`src/rtl/data_mem_if.sv`:
```
// Load/store request and response bundle between the MEM stage (master)
// and the data-memory responder (slave).
interface data_mem_if;
  logic       req_valid;
  logic       req_ready;
  logic       req_write;
  logic [7:0] req_addr;
  logic [7:0] req_wdata;
  logic       resp_valid;
  logic [7:0] resp_rdata;
  logic       busy;

  modport master (
    output req_valid, req_write, req_addr, req_wdata,
    input  req_ready, resp_valid, resp_rdata, busy
  );

  modport slave (
    input  req_valid, req_write, req_addr, req_wdata,
    output req_ready, resp_valid, resp_rdata, busy
  );
endinterface

```
`src/rtl/data_mem_responder.sv`:
```
// Data-memory responder with programmable wait states and a single-cycle response.
// Optional MEM_PIPE_ACCEPT_EN: accept the next request during the RESP cycle.
module data_mem_responder #(
  parameter int ADDR_W      = 8,
  parameter int WAIT_CYCLES = 2
) (
  input  logic       clk,
  input  logic       reset_n,
  data_mem_if.slave  bus
);

  localparam int DEPTH = 2 ** ADDR_W;
  localparam logic [3:0] CNT_INIT = (WAIT_CYCLES == 0) ? 4'd0 : 4'(WAIT_CYCLES - 1);

  typedef enum logic [1:0] {
    ST_IDLE = 2'd0,
    ST_WAIT = 2'd1,
    ST_RESP = 2'd2
  } state_e;

  state_e              state_q, state_d;
  logic [3:0]          cnt_q, cnt_d;
  logic                wr_q, wr_d;
  logic [ADDR_W-1:0]   addr_q, addr_d;
  logic [7:0]          wdata_q, wdata_d;
  logic [7:0]          data_q, data_d;
  logic                resp_valid_q, resp_valid_d;
  logic [7:0]          resp_rdata_q, resp_rdata_d;
  logic                req_ready_q, req_ready_d;
  logic                busy_q, busy_d;
  logic [7:0]          mem_q [DEPTH];

  logic                accept_s;
  logic                start_s;
  logic                go_resp_s;
  logic                mem_we_s;

  // Next-state, request latch and memory access decode
  always_comb begin
    state_d      = state_q;
    cnt_d        = cnt_q;
    wr_d         = wr_q;
    addr_d       = addr_q;
    wdata_d      = wdata_q;
    data_d       = data_q;
    resp_valid_d = 1'b0;
    resp_rdata_d = resp_rdata_q;
    start_s      = 1'b0;
    go_resp_s    = 1'b0;
    mem_we_s     = 1'b0;
    accept_s     = bus.req_valid && req_ready_q;

    case (state_q)
      ST_IDLE: begin
        if (accept_s) begin
          start_s = 1'b1;
        end else begin
          state_d = ST_IDLE;
        end
      end
      ST_WAIT: begin
        if (cnt_q == 4'd0) begin
          go_resp_s = 1'b1;
        end else begin
          cnt_d = cnt_q - 4'd1;
        end
      end
      ST_RESP: begin
        // The strobe trails the RESP state by one edge so the data captured
        // on RESP entry is stable for the whole strobe cycle.
        resp_valid_d = 1'b1;
        resp_rdata_d = data_q;
`ifdef MEM_PIPE_ACCEPT_EN
        if (accept_s) begin
          start_s = 1'b1;
        end else begin
          state_d = ST_IDLE;
        end
`else
        state_d = ST_IDLE;
`endif
      end
      default: begin
        state_d = ST_IDLE;
      end
    endcase

    if (start_s) begin
      wr_d    = bus.req_write;
      addr_d  = bus.req_addr[ADDR_W-1:0];
      wdata_d = bus.req_wdata;
      if (WAIT_CYCLES == 0) begin
        go_resp_s = 1'b1;
      end else begin
        state_d = ST_WAIT;
        cnt_d   = CNT_INIT;
      end
    end else begin
      cnt_d = cnt_d;
    end

    // wr_d/addr_d/wdata_d already hold the fields of the request being served
    if (go_resp_s) begin
      state_d = ST_RESP;
      if (wr_d) begin
        mem_we_s = 1'b1;
        data_d   = wdata_d;
      end else begin
        data_d   = mem_q[addr_d];
      end
    end else begin
      mem_we_s = 1'b0;
    end

`ifdef MEM_PIPE_ACCEPT_EN
    req_ready_d = (state_d == ST_IDLE) || (state_d == ST_RESP);
`else
    req_ready_d = (state_d == ST_IDLE);
`endif
    busy_d = (state_d != ST_IDLE);
  end

  // State, latched request, registered outputs and memory array
  always_ff @(posedge clk or negedge reset_n) begin
    if (!reset_n) begin
      state_q      <= ST_IDLE;
      cnt_q        <= 4'd0;
      wr_q         <= 1'b0;
      addr_q       <= '0;
      wdata_q      <= 8'h00;
      data_q       <= 8'h00;
      resp_valid_q <= 1'b0;
      resp_rdata_q <= 8'h00;
      req_ready_q  <= 1'b1;
      busy_q       <= 1'b0;
      for (int i = 0; i < DEPTH; i++) begin
        mem_q[i] <= 8'h00;
      end
    end else begin
      state_q      <= state_d;
      cnt_q        <= cnt_d;
      wr_q         <= wr_d;
      addr_q       <= addr_d;
      wdata_q      <= wdata_d;
      data_q       <= data_d;
      resp_valid_q <= resp_valid_d;
      resp_rdata_q <= resp_rdata_d;
      req_ready_q  <= req_ready_d;
      busy_q       <= busy_d;
      if (mem_we_s) begin
        mem_q[addr_d] <= wdata_d;
      end
    end
  end

  assign bus.req_ready  = req_ready_q;
  assign bus.resp_valid = resp_valid_q;
  assign bus.resp_rdata = resp_rdata_q;
  assign bus.busy       = busy_q;

endmodule

```
`src/flat_wrapper.sv`:
```
// flat-port wrapper written by rule: the top's interface ports become plain ports
module data_mem_responder_flat 
#(
  parameter int ADDR_W      = 8,
  parameter int WAIT_CYCLES = 2
)
  (clk, reset_n, bus_req_valid, bus_req_write, bus_req_addr, bus_req_wdata, bus_req_ready, bus_resp_valid, bus_resp_rdata, bus_busy);
  data_mem_if bus_i ();
  input  logic clk;
  input  logic reset_n;
  input wire logic [$bits(bus_i.req_valid)-1:0] bus_req_valid;
  input wire logic [$bits(bus_i.req_write)-1:0] bus_req_write;
  input wire logic [$bits(bus_i.req_addr)-1:0] bus_req_addr;
  input wire logic [$bits(bus_i.req_wdata)-1:0] bus_req_wdata;
  output wire logic [$bits(bus_i.req_ready)-1:0] bus_req_ready;
  output wire logic [$bits(bus_i.resp_valid)-1:0] bus_resp_valid;
  output wire logic [$bits(bus_i.resp_rdata)-1:0] bus_resp_rdata;
  output wire logic [$bits(bus_i.busy)-1:0] bus_busy;
  assign bus_i.req_valid = bus_req_valid;
  assign bus_i.req_write = bus_req_write;
  assign bus_i.req_addr = bus_req_addr;
  assign bus_i.req_wdata = bus_req_wdata;
  assign bus_req_ready = bus_i.req_ready;
  assign bus_resp_valid = bus_i.resp_valid;
  assign bus_resp_rdata = bus_i.resp_rdata;
  assign bus_busy = bus_i.busy;
  data_mem_responder #(.ADDR_W(ADDR_W), .WAIT_CYCLES(WAIT_CYCLES)) u_core (.clk(clk), .reset_n(reset_n), .bus(bus_i));
endmodule
```
`config.mk`:
```
export PLATFORM = sky130hd
export DESIGN_NAME = data_mem_responder_flat
export DESIGN_NICKNAME = d
export VERILOG_FILES = /design/src/rtl/data_mem_if.sv /design/src/rtl/data_mem_responder.sv /design/src/flat_wrapper.sv
export SDC_FILE = /design/constraint.sdc
export NUM_CORES = 2
export LEC_CHECK = 0
export ABC_AREA = 1
export CORE_UTILIZATION = 47
export CTS_BUF_LIST = sky130_fd_sc_hd__clkbuf_4 sky130_fd_sc_hd__clkbuf_8
export DETAILED_ROUTE_END_ITERATION = 16
export PLACE_DENSITY_LB_ADDON = 0.1
export SLEW_MARGIN = 20
export SYNTH_ARGS = -nofsm -noshare
export SYNTH_HDL_FRONTEND = slang
export SYNTH_SLANG_ARGS = --single-unit
```
`constraint.sdc`:
```
create_clock -name clk -period 2.45 [get_ports clk]
set_input_delay 0.3675 -clock clk [delete_from_list [all_inputs] [get_ports clk]]
set_output_delay 0.3675 -clock clk [all_outputs]
set_load 0.01 [all_outputs]
```
; Word level (Yosys, flattened, before mapping)
; Cells that the tools add are included.
[classes]
addsub = 1
order_cmp = 2
n_eq_ne = 3
muxes = 24
n_bitwise = 1
reduce_logical = 8
[op_table]
columns = cell, n
row1 = bitwise mux 2048 bit, 1
row2 = binary-select mux 8 bit (select 8 bit), 1
row3 = demux 8 bit (select 8 bit), 1
row4 = 2-to-1 mux 8 bit, 6
row5 = 2-to-1 mux 4 bit, 3
row6 = ">= comparator 9 bit, second input constant", 1
row7 = "< comparator 9 x 1 -> 1 bit, second input constant", 1
row8 = inverter 8 -> 9 bit, 1
row9 = 2-to-1 mux 1 bit, 8
row10 = 2-to-1 mux 2 bit, 3
row11 = zero test 2 bit, 2
row12 = zero test 4 bit, 1
row13 = case mux 2 bit (2 select lines), 1
row14 = nonzero test 2 bit, 2
row15 = "subtractor 4 x 1 -> 4 bit, second input constant", 1
row16 = "== test 2 x 1 -> 1 bit, second input constant", 1
row17 = "== test 2 bit, second input constant", 1
row18 = logical AND 1 bit, 2
row19 = "inequality test 2 x 1 -> 1 bit, second input constant", 1
row20 = AND reduction 2 bit, 1
[word_totals]
register_bits = 2090
in_bits = 20
out_inout_bits = 11
elab_cells = 305

; Logic depth before layout (Yosys ltp)
[depth]
word_depth = 10
mapped_depth = 22
ltp_nobuf = 19

; Least setup slack after synthesis
; OpenSTA, ideal clock, no wires.
[synth_path]
path_type = register -> register
from = reg u_core.req_ready_q (netlist: u_core.bus.req_ready)
to = reg u_core.data_q[7]
setup_time_ns = 0.117
arrival_ns = 2.369
path_slack_ns = -0.036
path_stages_with_launch = 20
path_buffers = 4
path_cell_list = dfstp_2 -> nand2_1 -> inv_1 -> nand2_4 -> buf_6 -> o21ai_2 -> buf_4 -> buf_4 -> buf_2 -> a21oi_1 -> o21ai_1 -> nand2_1 -> nor2_1 -> nor2_1 -> nor2_1 -> nand3_1 -> nor2_1 -> nand2_1 -> nand2_1 -> nand2_1
[synth_via]
elab_chain_cells = 9
elab_cells_between_ends = 11
[synth_rtl]
columns = element, line_no
row1 = "start, declared", data_mem_responder.sv:29  ; logic req_ready_q, req_ready_d;
row2 = "start signal, assigned", data_mem_responder.sv:148  ; req_ready_q <= req_ready_d;
row3 = logical AND 1 bit *, data_mem_responder.sv:51  ; accept_s = bus.req_valid && req_ready_q;
row4 = 2-to-1 mux 1 bit *, data_mem_responder.sv:55  ; if (accept_s) begin
row5 = 2-to-1 mux 1 bit *, data_mem_responder.sv:53  ; case (state_q)
row6 = 2-to-1 mux 8 bit, data_mem_responder.sv:88  ; if (start_s) begin
row7 = inverter 8 -> 9 bit (not written as such), data_mem_responder.sv:109  ; data_d = mem_q[addr_d];
row8 = binary-select mux 8 bit (select 8 bit), data_mem_responder.sv:109
row9 = 2-to-1 mux 8 bit (not written as such) (2 in a row), data_mem_responder.sv:109
row10 = 2-to-1 mux 8 bit *, data_mem_responder.sv:105  ; if (wr_d) begin
row11 = "end signal, assigned", data_mem_responder.sv:145  ; data_q <= data_d;
row12 = "end, declared", data_mem_responder.sv:26  ; logic [7:0] data_q, data_d;
; Mark *: on every way between the ends. The rest lies on a longest branch, timed or not. The select of a mux whose other input is x is not followed.
; A chain may end at the register's enable or synchronous reset.

; Worst setup path in the final report
[layout_path]
from = reg u_core.req_ready_q (netlist: u_core.bus.req_ready)
to = reg u_core.data_q[0]
; Same word-level chain as after synthesis.

==> summary.txt <==
Setup path
  • Slowest cell on crit path: dfstp_2
  • CP Capture Type: flip-flop
  • Worst path max stage delay: 0.58 ns
  • Critical path peak fanout: 18
  • Arr. time, crit path: 4.29 ns
  • CP Launch Type: flip-flop
  • Cell breakdown of the critical path: nand2_4, inv_4, buf_6, nand2_8, buf_4, nand2_8, nand2_8, buf_6, buf_12, nand2_1, nand2_1, nand2_1, nand2_1, nor2_1, buf_4, nor2_1, nor2_2, buf_6, nand2_2, nand2_2, nand3_4, o21bai_1, nand2_1
  • R2r setup slk: -0.84 ns
  • CP required: 3.45 ns
  • Most frequent CP cell: nand2_1
  • Worst setup path category: flip-flop to flip-flop
  • Reg2reg path depth: 23

Cells and area
  • Commonest non-fill, non-tap cell in the layout: nand2_1
  • # nets final: 13500
  • Area Growth Syn to Fin: 23.8%
  • Post-Layout Cell Count: 16400
  • Most frequent cells in the layout: nand2_1, dfrtp_1, o21ai_0, buf_4, clkbuf_8
  • Share of cells above drive strength 1: 15.9%
  • # fillers: 18800
  • Register area: 52300 um^2
  • Multi-input logic area: 41800 um^2

Synth
  • Register area share after synthesis: 54.1%
  • Netlist cell types: 33
  • Ys Warns: 0
  • Post-synth top flop: dfrtp_1
  • Yosys reg bits: 2090
  • Synth Net Count: 12800
  • Ys async rst share: 100%
  • Avg Cell Area, Syn: 7.55 um^2
  • EDFF count, synth: 0
  • Post-Syn Area: 96600 um^2
  • Cells after synthesis: 12800

Floorplan
  • # rows: 166
  • I/O pins: 31
  • Die Ht: 455 um
  • Die Wd: 455 um
  • Starting density of the core: 47.3%
  • Die Footprint: 207000 um^2
  • Core area: 204000 um^2

Global routing
  • Largest net degree at the start of global routing: 104
  • Initial antenna violation count: 14
  • GRT Total Usage: 33.2%
  • Gr ovfl total: 0
  • First-pass GRT wire length: 530000 um
  • Vias in the first global route: 85800

Clock tree
  • CTS tree: built
  • Total CTS buffers: 372
  • Clock latency at the later pin of the worst-skew pair: 1.15 ns
  • Clock H-tree levels: 5
  • CTS Sinks: 2090
  • Maximum root-to-sink buffer count: 4
  • Clock-pin transition on the worst setup and hold timing paths: 0.06 ns
  • Root buf cell: clkbuf_8

Pwr
  • Leakage: 60.0 nW
  • Power, Total: 127 mW
  • Worst VDD drop: 1.07 mV
  • Pwr Density: 1060 nW/um^2

STA
  • Worst hold slack: 0.144 ns
  • Final setup TNS: -1344.48 ns
  • Least-Margin Pin Slew: 0.628 ns
  • Setup violators final: 2057
  • Slew headroom: 58.1%
  • Clk_skew: 0.109 ns
  • Fin crit share: 134%
  • Max Slew Vio Count: 0
  • RSZ-0062 raised after global routing: yes
  • Fmax: 304 MHz
  • Fin crit period: 3.29 ns
  • Hold Fails Final Rpt: 0
  • Setup ws final: -0.839 ns

Routing
  • Detailed Route WL: 349000 um
  • Via density: 5.45
  • Via count: 89500
  • 1st-pass router iterations: 6
  • Drt drc: 0
  • Per-cell routed wire length: 21.2 um
  • Iter 0 DRT Violations: 9959
  • DRT antenna net count: 0

Placed design
  • Placer Congestion: 0.927
  • I/O Buffers: 30
  • Cell Count Post-Placement: 15600
  • Hpwl dp: 228000 um
  • Pre-CTS WS: -1.64 ns

Status
  • Outcome: finished with violations
  • Failing checks: setup timing

Worst hold path
  • Worst min path class: input port to flip-flop
  • WHS Path Cells: 4

Job
  • Max-cap violations: 0
-- Yosys cell counts, types with 26 or more instances --
| library cell | number | area (um^2) |
|---|---|---|
| a21oi_1 | 39 | 195 |
| buf_1 | 50 | 188 |
| buf_2 | 193 | 966 |
| clkbuf_1 | 641 | 2410 |
| dfrtp_1 | 2089 | 52300 |
| inv_1 | 26 | 97.6 |
| nand2_1 | 6869 | 25800 |
| nand2_2 | 59 | 369 |
| nand3_1 | 326 | 1630 |
| nor2_1 | 214 | 803 |
| nor2_4 | 29 | 327 |
| o21ai_0 | 1882 | 9420 |
| o21ai_1 | 266 | 1330 |
-- final timing paths --
check | startpoint | endpoint
worst max register to register | u_core.bus.req_ready | u_core.data_q[0]
worst max-delay path | u_core.bus.req_ready | u_core.data_q[0]
min in group asynchronous | reset_n | u_core.mem_q[1559]
worst min register to register | u_core.mem_q[1872] | u_core.mem_q[1872]
max in group asynchronous | reset_n | u_core.mem_q[1082]
worst min-delay path | bus_req_addr[5] | u_core.addr_q[5]
-- sequential cells by signal, indices dropped and copies added (netlist names) --
signal / count
u_core.addr_q: 8
u_core.bus.busy: 1
u_core.bus.req_ready: 1
u_core.bus.resp_rdata: 8
u_core.bus.resp_valid: 1
u_core.cnt_q: 4
u_core.data_q: 8
u_core.mem_q: 2048
u_core.state_q: 2
u_core.wdata_q: 8
u_core.wr_q: 1
-- cell type report --
class	instances	area share (%)
Antenna cell	10	0.0209
Sequential cell	2090	43.7
Inverter	49	0.164
Timing Repair Buffer	1180	11.8
Clock inverter	35	0.205
Clock buffer	612	6.35
Multi-Input combinational cell	9751	34.9
Tap cell	2688	2.81
-- layer usage --
metal | up-vias | wire length (um) | track usage, %
li1 | 41900 | - | -
met1 | 43400 | 151000 | 46.7
met2 | 3438 | 156000 | 51.3
met3 | 735 | 26600 | 4.88
met4 | 4 | 15200 | 13.9
met5 | - | 27 | 0
-- power by group --
| part | internal [mW] | switching, mW | total (mW) |
|---|---|---|---|
| clock network | 19.6 | 14.9 | 34.5 |
| logic | 18.7 | 34.6 | 53.3 |
| registers | 37.5 | 1.77 | 39.2 |
| total | 75.8 | 51.2 | 127 |
-- metrics by stage --
stage	utilization (%)	instance area (um^2)
after floorplan	-	96700
after global placement	53.0	108000
after detailed placement	53.0	108000
after CTS	58.1	119000
after global routing	58.6	120000
final	58.6	120000
-- kinds of logic after synthesis --
logic type,Yosys count,share of synthesized area (%)
buf+inv,960,4.11
fa+ha+maj,1,0.0129
compound gates,2203,11.5
xor+xnor,1,0.00906
simple gates,7545,30.3
flops,2090,54.1
-- worst max-delay path, delay by kind of cell (launching register included) --
kind	cells	cell delay, ns
AOI/OAI and AO/OA	1	0.14
DFF	1	0.58
and+or+nand+nor	15	1.37
buffers and inverters	7	0.98
-- timing repair --
item,CTS,global route
setup endpoints to repair,2062,2058
gates cloned,20,10
resized for setup,361,210
pin swaps,96,38
buffers inserted,63,24
hold buffers,2,0
hold endpoints to repair,1654,0
(Power assumes the default switching activity.)
